<file path="src/rtl/mult_pkg.sv">
// Shared types and helpers for the shift-add multiplier controller.
package mult_pkg;

   // Controller states: wait for start, add step, shift step, wait for Run to drop.
   typedef enum logic [1:0] {
      IDLE  = 2'd0,
      ADD   = 2'd1,
      SHIFT = 2'd2,
      HOLD  = 2'd3
   } state_t;

   // Width of a counter that must hold 0..width-1 (at least one bit).
   function automatic int step_width(input int width);
      return (width <= 2) ? 1 : $clog2(width);
   endfunction

endpackage

</file>
<file path="src/rtl/step_counter.sv">
// Bit-step counter: cleared on request, incremented per step, never passes WIDTH-1.
module step_counter
   import mult_pkg::*;
#(
   parameter int WIDTH = 8,
   localparam int CW = step_width(WIDTH)
) (
   input  logic          clk,
   input  logic          rst_n,
   input  logic          clr,
   input  logic          inc,
   output logic [CW-1:0] count
);

   localparam logic [CW-1:0] LAST = CW'(WIDTH - 1);

   // Clear has priority; increment saturates at the last step index.
   always_ff @(posedge clk or negedge rst_n) begin
      if (!rst_n) begin
         count <= '0;
      end else if (clr) begin
         count <= '0;
      end else if (inc && (count != LAST)) begin
         count <= count + 1'b1;
      end
   end

endmodule

</file>
<file path="src/rtl/mult_ctrl_param.sv">
// Control unit for a WIDTH-bit shift-add multiplier (unsigned or two's complement).
// Run is a level request: one Run level produces exactly one multiply, and the
// controller parks in HOLD until Run is released. In signed mode the final
// step subtracts the multiplicand instead of adding it (MSB carries weight -2^(W-1)).
module mult_ctrl_param
   import mult_pkg::*;
#(
   parameter int WIDTH = 8,
   parameter int CW    = step_width(WIDTH)
) (
   input  logic          Clk,
   input  logic          Reset_n,
   input  logic          Run,
   input  logic          ClearA_LoadB,
   input  logic          M,
   input  logic          Signed,
   input  logic          Abort,
   output logic          Clr_Ld,
   output logic          Shift,
   output logic          Add,
   output logic          Sub,
   output logic          Busy,
   output logic          Done,
   output logic [CW-1:0] Step
);

   localparam logic [CW-1:0] LAST = CW'(WIDTH - 1);

   state_t state;
   state_t next_state;
   logic   signed_flag;
   logic   last_step;
   logic   cnt_clr;
   logic   cnt_inc;

   assign last_step = (Step == LAST);

   // Counter is held at zero in IDLE and cleared on every return to IDLE,
   // so Step reads 0 whenever the controller is idle.
   assign cnt_clr = (state == IDLE) || (next_state == IDLE);
   assign cnt_inc = (state == SHIFT) && !Abort && !last_step;

   step_counter #(
      .WIDTH (WIDTH)
   ) u_step_counter (
      .clk   (Clk),
      .rst_n (Reset_n),
      .clr   (cnt_clr),
      .inc   (cnt_inc),
      .count (Step)
   );

   // State register.
   always_ff @(posedge Clk or negedge Reset_n) begin
      if (!Reset_n) begin
         state <= IDLE;
      end else begin
         state <= next_state;
      end
   end

   // Signed mode is captured once at the start edge and ignored afterwards.
   always_ff @(posedge Clk or negedge Reset_n) begin
      if (!Reset_n) begin
         signed_flag <= 1'b0;
      end else if ((state == IDLE) && Run && !Abort) begin
         signed_flag <= Signed;
      end
   end

   // Next-state and output decode; Abort masks the step controls in its cycle.
   always_comb begin
      next_state = state;
      Clr_Ld     = 1'b0;
      Shift      = 1'b0;
      Add        = 1'b0;
      Sub        = 1'b0;
      Busy       = 1'b0;
      Done       = 1'b0;
      unique case (state)
         IDLE: begin
            Clr_Ld = ClearA_LoadB;
            if (Run && !Abort) begin
               next_state = ADD;
            end
         end
         ADD: begin
            Busy = 1'b1;
            if (Abort) begin
               next_state = IDLE;
            end else begin
               next_state = SHIFT;
               if (last_step) begin
                  Sub = M & signed_flag;
                  Add = M & ~signed_flag;
               end else begin
                  Add = M;
               end
            end
         end
         SHIFT: begin
            Busy = 1'b1;
            if (Abort) begin
               next_state = IDLE;
            end else begin
               Shift = 1'b1;
               if (last_step) begin
                  Done       = 1'b1;
                  next_state = HOLD;
               end else begin
                  next_state = ADD;
               end
            end
         end
         HOLD: begin
            Clr_Ld = ClearA_LoadB;
            if (!Run) begin
               next_state = IDLE;
            end
         end
         default: begin
            next_state = IDLE;
         end
      endcase
   end

endmodule

</file>
<file path="config.mk">
export PLATFORM = sky130hd
export DESIGN_NAME = mult_ctrl_param
export DESIGN_NICKNAME = d
export VERILOG_FILES = /design/src/rtl/mult_pkg.sv /design/src/rtl/step_counter.sv /design/src/rtl/mult_ctrl_param.sv
export SDC_FILE = /design/constraint.sdc
export NUM_CORES = 1
export LEC_CHECK = 0
export ABC_AREA = 1
export ABC_CLOCK_PERIOD_IN_PS = 3600
export BUFFER_PORTS_ARGS = -buffer_cell sky130_fd_sc_hd__buf_2
export CAP_MARGIN = 5
export CORE_AREA = 2 2 39 41
export CTS_BUF_LIST = sky130_fd_sc_hd__clkbuf_8
export CTS_CLUSTER_DIAMETER = 200
export DETAILED_ROUTE_END_ITERATION = 16
export DIE_AREA = 0 0 41 43
export MAX_ROUTING_LAYER = met4
export PLACE_DENSITY = 0.56
export SLEW_MARGIN = 20
export SYNTH_ARGS = -nofsm -noshare
export SYNTH_HDL_FRONTEND = slang
export SYNTH_SLANG_ARGS = --single-unit
</file>
<file path="constraint.sdc">
create_clock -name Clk -period 3.6 [get_ports Clk]
set_clock_uncertainty 0.2 [all_clocks]
set_input_delay 0.72 -clock Clk [delete_from_list [all_inputs] [get_ports Clk]]
set_output_delay 0.72 -clock Clk [all_outputs]
set_load 0.05 [all_outputs]
</file>
### Word-level counts from Yosys, hierarchy flattened

Index checks and enable logic that the tools add are counted.

| word-level totals | value |
|---|---|
| flip-flop bits (word level) | 6 |
| input port bits | 7 |
| output and inout bits | 9 |
| logic and storage cells | 47 |

| cells by class | value |
|---|---|
| add/subtract/negate cells | 1 |
| equal/unequal tests | 5 |
| multiplexer cells | 21 |
| bitwise operators | 3 |
| reductions and logical operators | 14 |

Operator list:

| operator | number |
|---|---|
| two-way mux 1 bit | 13 |
| two-way mux 2 bit | 5 |
| case mux 2 bit (4 select lines) | 1 |
| logical AND 1 bit | 6 |
| two-way mux 3 bit | 2 |
| equality test 2 bit, second input constant | 2 |
| zero test 2 bit | 2 |
| OR reduction 2 bit | 2 |
| adder 3 x 1 -> 3 bit, second input constant | 1 |
| equality test 3 bit, second input constant | 1 |
| != test 3 bit, second input constant | 1 |
| bitwise AND 1 bit | 2 |
| equality test 2 x 1 -> 1 bit, second input constant | 1 |
| zero test 1 bit | 2 |
| nonzero test 2 bit | 1 |
| logical OR 1 bit | 1 |
| inverter 1 bit | 1 |

### Longest topological paths before layout

Gate-level depths: netlist of run 1.

| depth | value |
|---|---|
| depth in word-level cells | 7 |
| gate-level depth with buffers | 9 |

### Modules after synthesis

A second synthesis of run 1 with hierarchy kept.

| second synthesis, totals | value |
|---|---|
| cells, all modules | 66 |
| area total of the unflattened synthesis | 462.9 um2 |

By module, submodules not included:

| module | times used | cells each | area each (um2) |
|---|---|---|---|
| mult_ctrl_param | 1 | 46 | 296.5 |
| step_counter | 1 | 20 | 166.4 |

### Least setup slack after synthesis of run 1

OpenSTA, ideal clock, no wires.

| timing path | value |
|---|---|
| path type | register to output |
| start | reg u_step_counter.count[0] |
| end | out Add |
| arrival | 1.832 ns |
| data required time | 2.680 ns |
| slack | 0.848 ns |
| stages on the path, launching flop included | 4 |
| buffers on the path | 0 |
| path through | dfrtp_1 ha_1 ha_1 a21oi_1 |

| between the ends | value |
|---|---|
| cells in the longest elaborated chain, start to end | 4 |

Ends and longest elaborated chain:

| what | RTL line | source |
|---|---|---|
| from (decl) | step_counter.sv:12 | `output logic [CW-1:0] count` |
| from (signal assigned) | step_counter.sv:24 | `count <= count + 1'b1;` |
| equality test 3 bit | mult_ctrl_param.sv:36 | `assign last_step = (Step == LAST);` |
| two-way mux 1 bit | mult_ctrl_param.sv:93 | `if (last_step) begin` |
| two-way mux 1 bit | mult_ctrl_param.sv:89 | `if (Abort) begin` |
| two-way mux 1 bit | mult_ctrl_param.sv:80 | `unique case (state)` |
| to (decl) | mult_ctrl_param.sv:20 | `output logic Add,` |

Every way passes these cells.

### Final worst setup path of run 1

Ends and elaborated chain as after synthesis.

==> metrics.yaml, run 1 <==
die:
  die-area_um2: 1763
  die_h_um: 43
  core_um2: 1384
  die_w_um: 41
  rows: 14
  initial_core_util: 0.3219
  io_pins: 16
logic_synthesis:
  ys_ff_latch: 6
  syn_area_um2: 445.4
  synth_cells: 60
  synth_common_cells: "nand2_1, inv_1, ha_1, nand3_1"
  yosysSeqAreaShare: 0.3371
  syn-num-nets: 74
  async_reset_ff_frac: 1.000
  ys.warnings.count: 0
  dominantRegCellSynth: "dfrtp_1"
  yosys.area.top_type: "dfrtp_1"
  synth_top_area_share: 0.3371
  synth_area_leaders: "dfrtp_1, ha_1, nand2_1, inv_1, nand3_1"
  synth.most_common_cell: "nand2_1"
  ys_types: 14
  synth-edff-count: 0
  syn_avg_cell_area_um2: 7.424
layout:
  fin_util: 0.4168
  syn2layout_area_growth_pct: 29.49
  drive_above_1_share: 0.2727
  diodes: 0
  nets: 93
global_routing:
  first_global_vias: 326
  grt_pass1_wl_um: 1228
  grt.overflow.total: 0
  grt_antenna_before_repair: 0
  track_usage: 0.1063
  grt_start_max_net_pins: 7
cts:
  cts_tree: "done"
  htree_levels: 1
  path_clk_slew_ns: 0.04
  cts_buffers: 3
  cts_resized: 0
  cts_sinks: 6
  cts_buffer_depth: 2
  clock_latency_ns: 0.22
  cts-hold-fix-buffers: 0
  cts-root-buf: "clkbuf_8"
  post_cts_buffers: 0
setup_path:
  crit_path_end_kind: "output port"
  r2r_setup_slack_ns: 1.88
  critical_path_required_ns: 2.68
  arrival_ns: 1.45
  crit_type: "register to output port"
  r2r_end: "u_step_counter.count[1]$_DFFE_PN0P_"
  r2r-start: "u_step_counter.count[0]$_DFFE_PN0P_"
  startpoint_type: "register"
  cp_max_fo: 4
  reg2reg_depth: 6
timing:
  fin_setup_tns_ns: 0
  setup_violations: 0
  hold_viol: 0
  finalCritPeriodShare: 0.6588
  max_freq_ghz: 0.4216
  rsz0062_at_grt: "false"
  period_needed_ns: 2.372
  max_slew.worst_pin.slew_ns: 0.2798
  max_slew_margin: 0.8134
  report.final.slew_viol_count: 0
route:
  viasPerCell: 4.172
  vias: 388
  wl_per_cell_um: 8.161
  wl_um: 759
  drtAntennaViolNets: 0
  drc_errors: 0
  drt_iter0_drc: 0
  first_pass_iters: 1
place:
  io_buffers: 15
  gp_congestion: 0.6784
  dp_hpwl_um: 687.2
pwr:
  p_per_area_nw_per_um2: 785.3
  vdd_ir_drop_max_v: 0.0003929
  power_leakage_uw: 0.0003523
min_path:
  hold_path_class: "input pin to async pin"
status:
  status: "complete, no violations"
job:
  cap_violations: 0
==> critical path, stage by stage (launching register included) <==
cell and delay [ns]:
dfrtp_1 0.40, ha_1 0.21, ha_1 0.22, a21oi_1 0.13, buf_2 0.28
==> cell usage in the layout, fill, tap and decap left out <==
master    Yosys  routed
xor2_1        1       1
dfrtp_1       6       6
inv_2         1       1
buf_2         1      15
nand2_2       1       1
nand3_1       7       7
mux2_2        1       1
nor2_1        6       6
or2_0         1       1
nand2_1      13      13
inv_1        12      12
ha_1          7       7
clkbuf_8      0       3
a21oi_1       1       1
o21ai_1       2       2
==> logic make-up after synthesis <==
group | count (synthesis) | share of synthesized area
fa+ha+maj | 7 | 0.1966
flops | 6 | 0.3371
simple gates | 28 | 0.2669
mux | 1 | 0.02528
xor+xnor | 1 | 0.01967
buf+inv | 14 | 0.1208
compound gates | 3 | 0.03370
==> metrics by stage <==
stage	hold slack [ns]	total power, uW	instance area [um2]	worst slack (ns)	instances
floorplan	0.2244	312.9	445.4	0.8480	60
global placement	0.3446	356.8	535.5	1.326	90
detailed placement	0.3492	361.2	535.5	1.277	90
CTS	0.1203	460.2	576.8	1.217	93
global route	0.1207	495.8	576.8	1.159	93
finish	0.1171	452.9	576.8	1.228	93
==> state kept, by name, summed over array words and instances (netlist names) <==
| signal | flops |
|---|---|
| signed_flag | 1 |
| u_step_counter.count | 3 |
| state | 2 |
==> layer usage <==
layer  track usage  vias to the layer above  part of all wire
li1              -                      214                 -
met1        0.1338                      163              0.45
met2        0.1469                       11              0.47
met3       0.04712                        0             0.080
met4       0.04000                        0                 0
met5             -                        -                 0
==> worst max-delay path by stage <==
stage,to,start
after CTS,Add,u_step_counter.count[0]$_DFFE_PN0P_
after floorplan,Add,u_step_counter.count[0]$_DFFE_PN0P_
final,Add,u_step_counter.count[0]$_DFFE_PN0P_
after detailed placement,Add,Abort
after global placement,Add,Abort
after global routing,Add,state[1]$_DFF_PN0_
==> cell type report <==
cell class,instances,area [um2]
Multi-Input combinational cell,40,241.5
Clock buffer,3,41.29
Timing Repair Buffer,15,75.07
Sequential cell,6,150.1
Inverter,13,48.80
Tap cell,16,20.02
Fill cell,158,807.0
==> report_power, final <==
group / total, uW / switching [uW] / internal [uW] / leakage, uW
clock network: 96.4 / 24.9 / 71.5 / 0.0000216
registers: 106 / 18.9 / 87.0 / 0.0000792
logic: 251 / 178 / 72.4 / 0.000252
total: 453 / 222 / 231 / 0.000352
(Power assumes the default switching activity.)
==> inputs of run 2 (changes only) <==
- ABC_CLOCK_PERIOD_IN_PS: 3600 -> 2000
- PLACE_DENSITY: 0.56 -> 0.58
- clock period: 3.6 -> 2 ns (I/O delays scaled with it)
==> run 2 against run 1 <==
  * First-iteration DRC count rose by 4
  * Count of clock-buffer cells in the layout stayed put
  * Combinational power grew 110%
  * Worst hold slack improved by 0.10 ns
  * Register-to-register slack worse by 1.6 ns
  * Cell area is 16% higher
  * Utilization up 6.8 points
  * Sequential power grew 85%
  * Non-clock buffer count grew 2
  * Wire length up 21%
==> metrics.yaml, run 2 (synthesized netlist as in run 1, its figures left out) <==
status:
  status: "complete, no violations"
layout:
  fillers: 154  # -2.5%
  final_common_cell: "nand2_1"
  mostFrequentLayoutCells: "nand2_1, inv_1, buf_2, nand3_1, ha_1"
  nets: 95  # +2.2%
  diodes: 0  # unchanged
  largest_registers: "u_step_counter.count: 3 flops, state: 2 flops, signed_flag: 1 flops"
  syn2layout_area_growth_pct: 50.56
  multi_input_area_um2: 287.8  # +19%
  seq_area_um2: 152.6  # +1.7%
  largest_register_ffs: 3  # unchanged
  drive_above_1_share: 0.3875  # +0.1148
  design_area_um2: 670.6  # +16%
  regMostFlops: "u_step_counter.count"
setup_path:
  startpoint_type: "register"
  reg2reg_depth: 6  # unchanged
  critical_path_required_ns: 1.40  # -1.28 ns
  crit_path_end_kind: "output port"
  cp_num_cells: 5  # +1
  cp_top_family: "flip-flops"
  cp_max_fo: 4  # unchanged
  path_cells: "ha_2, ha_4, nand3_1, inv_1, buf_4"
  worst-path-buf-inv: 2  # +1
  crit_type: "register to output port"
  critPathSlowestCell: "dfrtp_2"
  arrival_ns: 1.33  # -0.12 ns
  critPathMaxStageDelay_ns: 0.41  # about the same
die:
  rows: 14  # unchanged
  die-area_um2: 1763  # unchanged
  io_pins: 16  # unchanged
  initial_core_util: 0.3219  # unchanged
  die_h_um: 43  # unchanged
  core_um2: 1384  # unchanged
  die_w_um: 41  # unchanged
place:
  dp_hpwl_um: 738.8  # +7.5%
  io_buffers: 15  # unchanged
  dpl_cell_area_um2: 564.3  # +5.4%
  gp_congestion: 0.7170  # +5.7%
pwr:
  vdd_ir_drop_max_v: 0.0007450  # +90%
  p_per_area_nw_per_um2: 1361  # +73%
  power_leakage_uw: 0.0003619  # +2.7%
timing:
  report.final.slew_viol_count: 0  # unchanged
  finalCritPeriodShare: 0.9629
  fin_setup_tns_ns: 0  # unchanged
  max_slew_margin: 0.8192  # +0.005774
  rsz0062_at_grt: "false"
  max_freq_ghz: 0.5192
  max_slew.worst_pin.slew_ns: 0.2712  # -0.008660 ns
  setup_violations: 0  # unchanged
  period_needed_ns: 1.926
  hold_viol: 0  # unchanged
global_routing:
  first_global_vias: 365  # +12%
  grt_start_max_net_pins: 7  # unchanged
  grt.overflow.total: 0  # unchanged
  grt_antenna_before_repair: 0  # unchanged
  grt_pass1_wl_um: 1352  # +10%
  track_usage: 0.1151  # +0.008895
route:
  vias: 409  # +5.4%
  met2WireLength_um: 449  # +27%
  wl_met3_um: 41  # -33%
  first_pass_iters: 2  # +1
  top_layer: "met3"
  drt_iter0_drc: 4  # +4
  wl_um: 915  # +21%
  drc_errors: 0  # unchanged
  drtAntennaViolNets: 0  # unchanged
  viasPerCell: 4.260  # +2.1%
  met1_length_um: 424  # +24%
  wl_per_cell_um: 9.531  # +17%
cts:
  cts-root-buf: "clkbuf_8"
  clock_latency_ns: 0.22  # about the same
  htree_levels: 1  # unchanged
  cts_buffer_depth: 2  # unchanged
  path_clk_slew_ns: 0.04  # about the same
  cts_buffers: 3  # unchanged
  cts_tree: "done"
  cts_sinks: 6  # unchanged
min_path:
  hold_path_class: "input pin to register"
  holdPathStages: 2
job:
  cap_violations: 0  # unchanged
## run 2: final cells by class
| cell class | count | area share |
|---|---|---|
| clock buffer | 3 | 0.06157 |
| clock inverter | 1 | 0.005597 |
| inverter | 13 | 0.07276 |
| multi-input combinational | 40 | 0.4291 |
| sequential | 6 | 0.2276 |
| tap | 16 | 0.02985 |
| timing repair buffer | 17 | 0.1735 |
## run 2: final timing paths
kind,startpoint,to,slack [ns]
min in group asynchronous,Reset_n,u_step_counter.count[2]$_DFFE_PN0P_,0.33
max in group asynchronous,Reset_n,u_step_counter.count[1]$_DFFE_PN0P_,1.12
worst min register to register,state[1]$_DFF_PN0_,state[1]$_DFF_PN0_,0.37
worst max register to register,u_step_counter.count[0]$_DFFE_PN0P_,u_step_counter.count[1]$_DFFE_PN0P_,0.29
worst min-delay path,Signed,signed_flag$_DFFE_PN0P_,0.22
worst max-delay path,u_step_counter.count[0]$_DFFE_PN0P_,Done,0.07
## run 2: report_power, final
part	switching [uW]	internal (uW)
combinational	354	179
clock	52.1	132
sequential	39.2	157
total	445	467
## run 2: metal layers
| metal | GRT usage | vias up |
|---|---|---|
| met3 | 0.01571 | 0 |
| met1 | 0.1287 | 181 |
| li1 | - | 219 |
| met5 | - | - |
| met4 | 0.06000 | 0 |
| met2 | 0.1875 | 9 |
## run 2: what timing repair did
item                                    4_1_cts  5_1_grt
hold buffers                                  1        0
cloned                                        0        0
buffers inserted                              1        0
endpoints found under the setup margin        4        5
resized for setup                             6        7
hold endpoints to repair                      6        0
## run 2: worst reg2reg max path: stages, from the launching register on
cell and delay, ns:
dfrtp_2 0.41, ha_2 0.20, ha_4 0.17, or2_0 0.31, o21ai_1 0.17, inv_1 0.05
nor2_1 0.12
## run 2: per-stage QoR
step | total power (uW) | setup slack (ns) | util | instances | hold WS [ns]
5_1_grt | 990.4 | 0.002749 | 0.4846 | 96 | 0.2124
6_report | 912.5 | 0.07412 | 0.4846 | 96 | 0.2169
3_5_place_dp | 691.7 | 0.1380 | 0.4078 | 90 | 0.03082
3_3_place_gp | 686.1 | 0.1687 | 0.4078 | 90 | 0.02971
4_1_cts | 908.9 | 0.02006 | 0.4656 | 96 | 0.2132
2_1_floorplan | 595.2 | 0.02632 | - | 60 | -0.09559
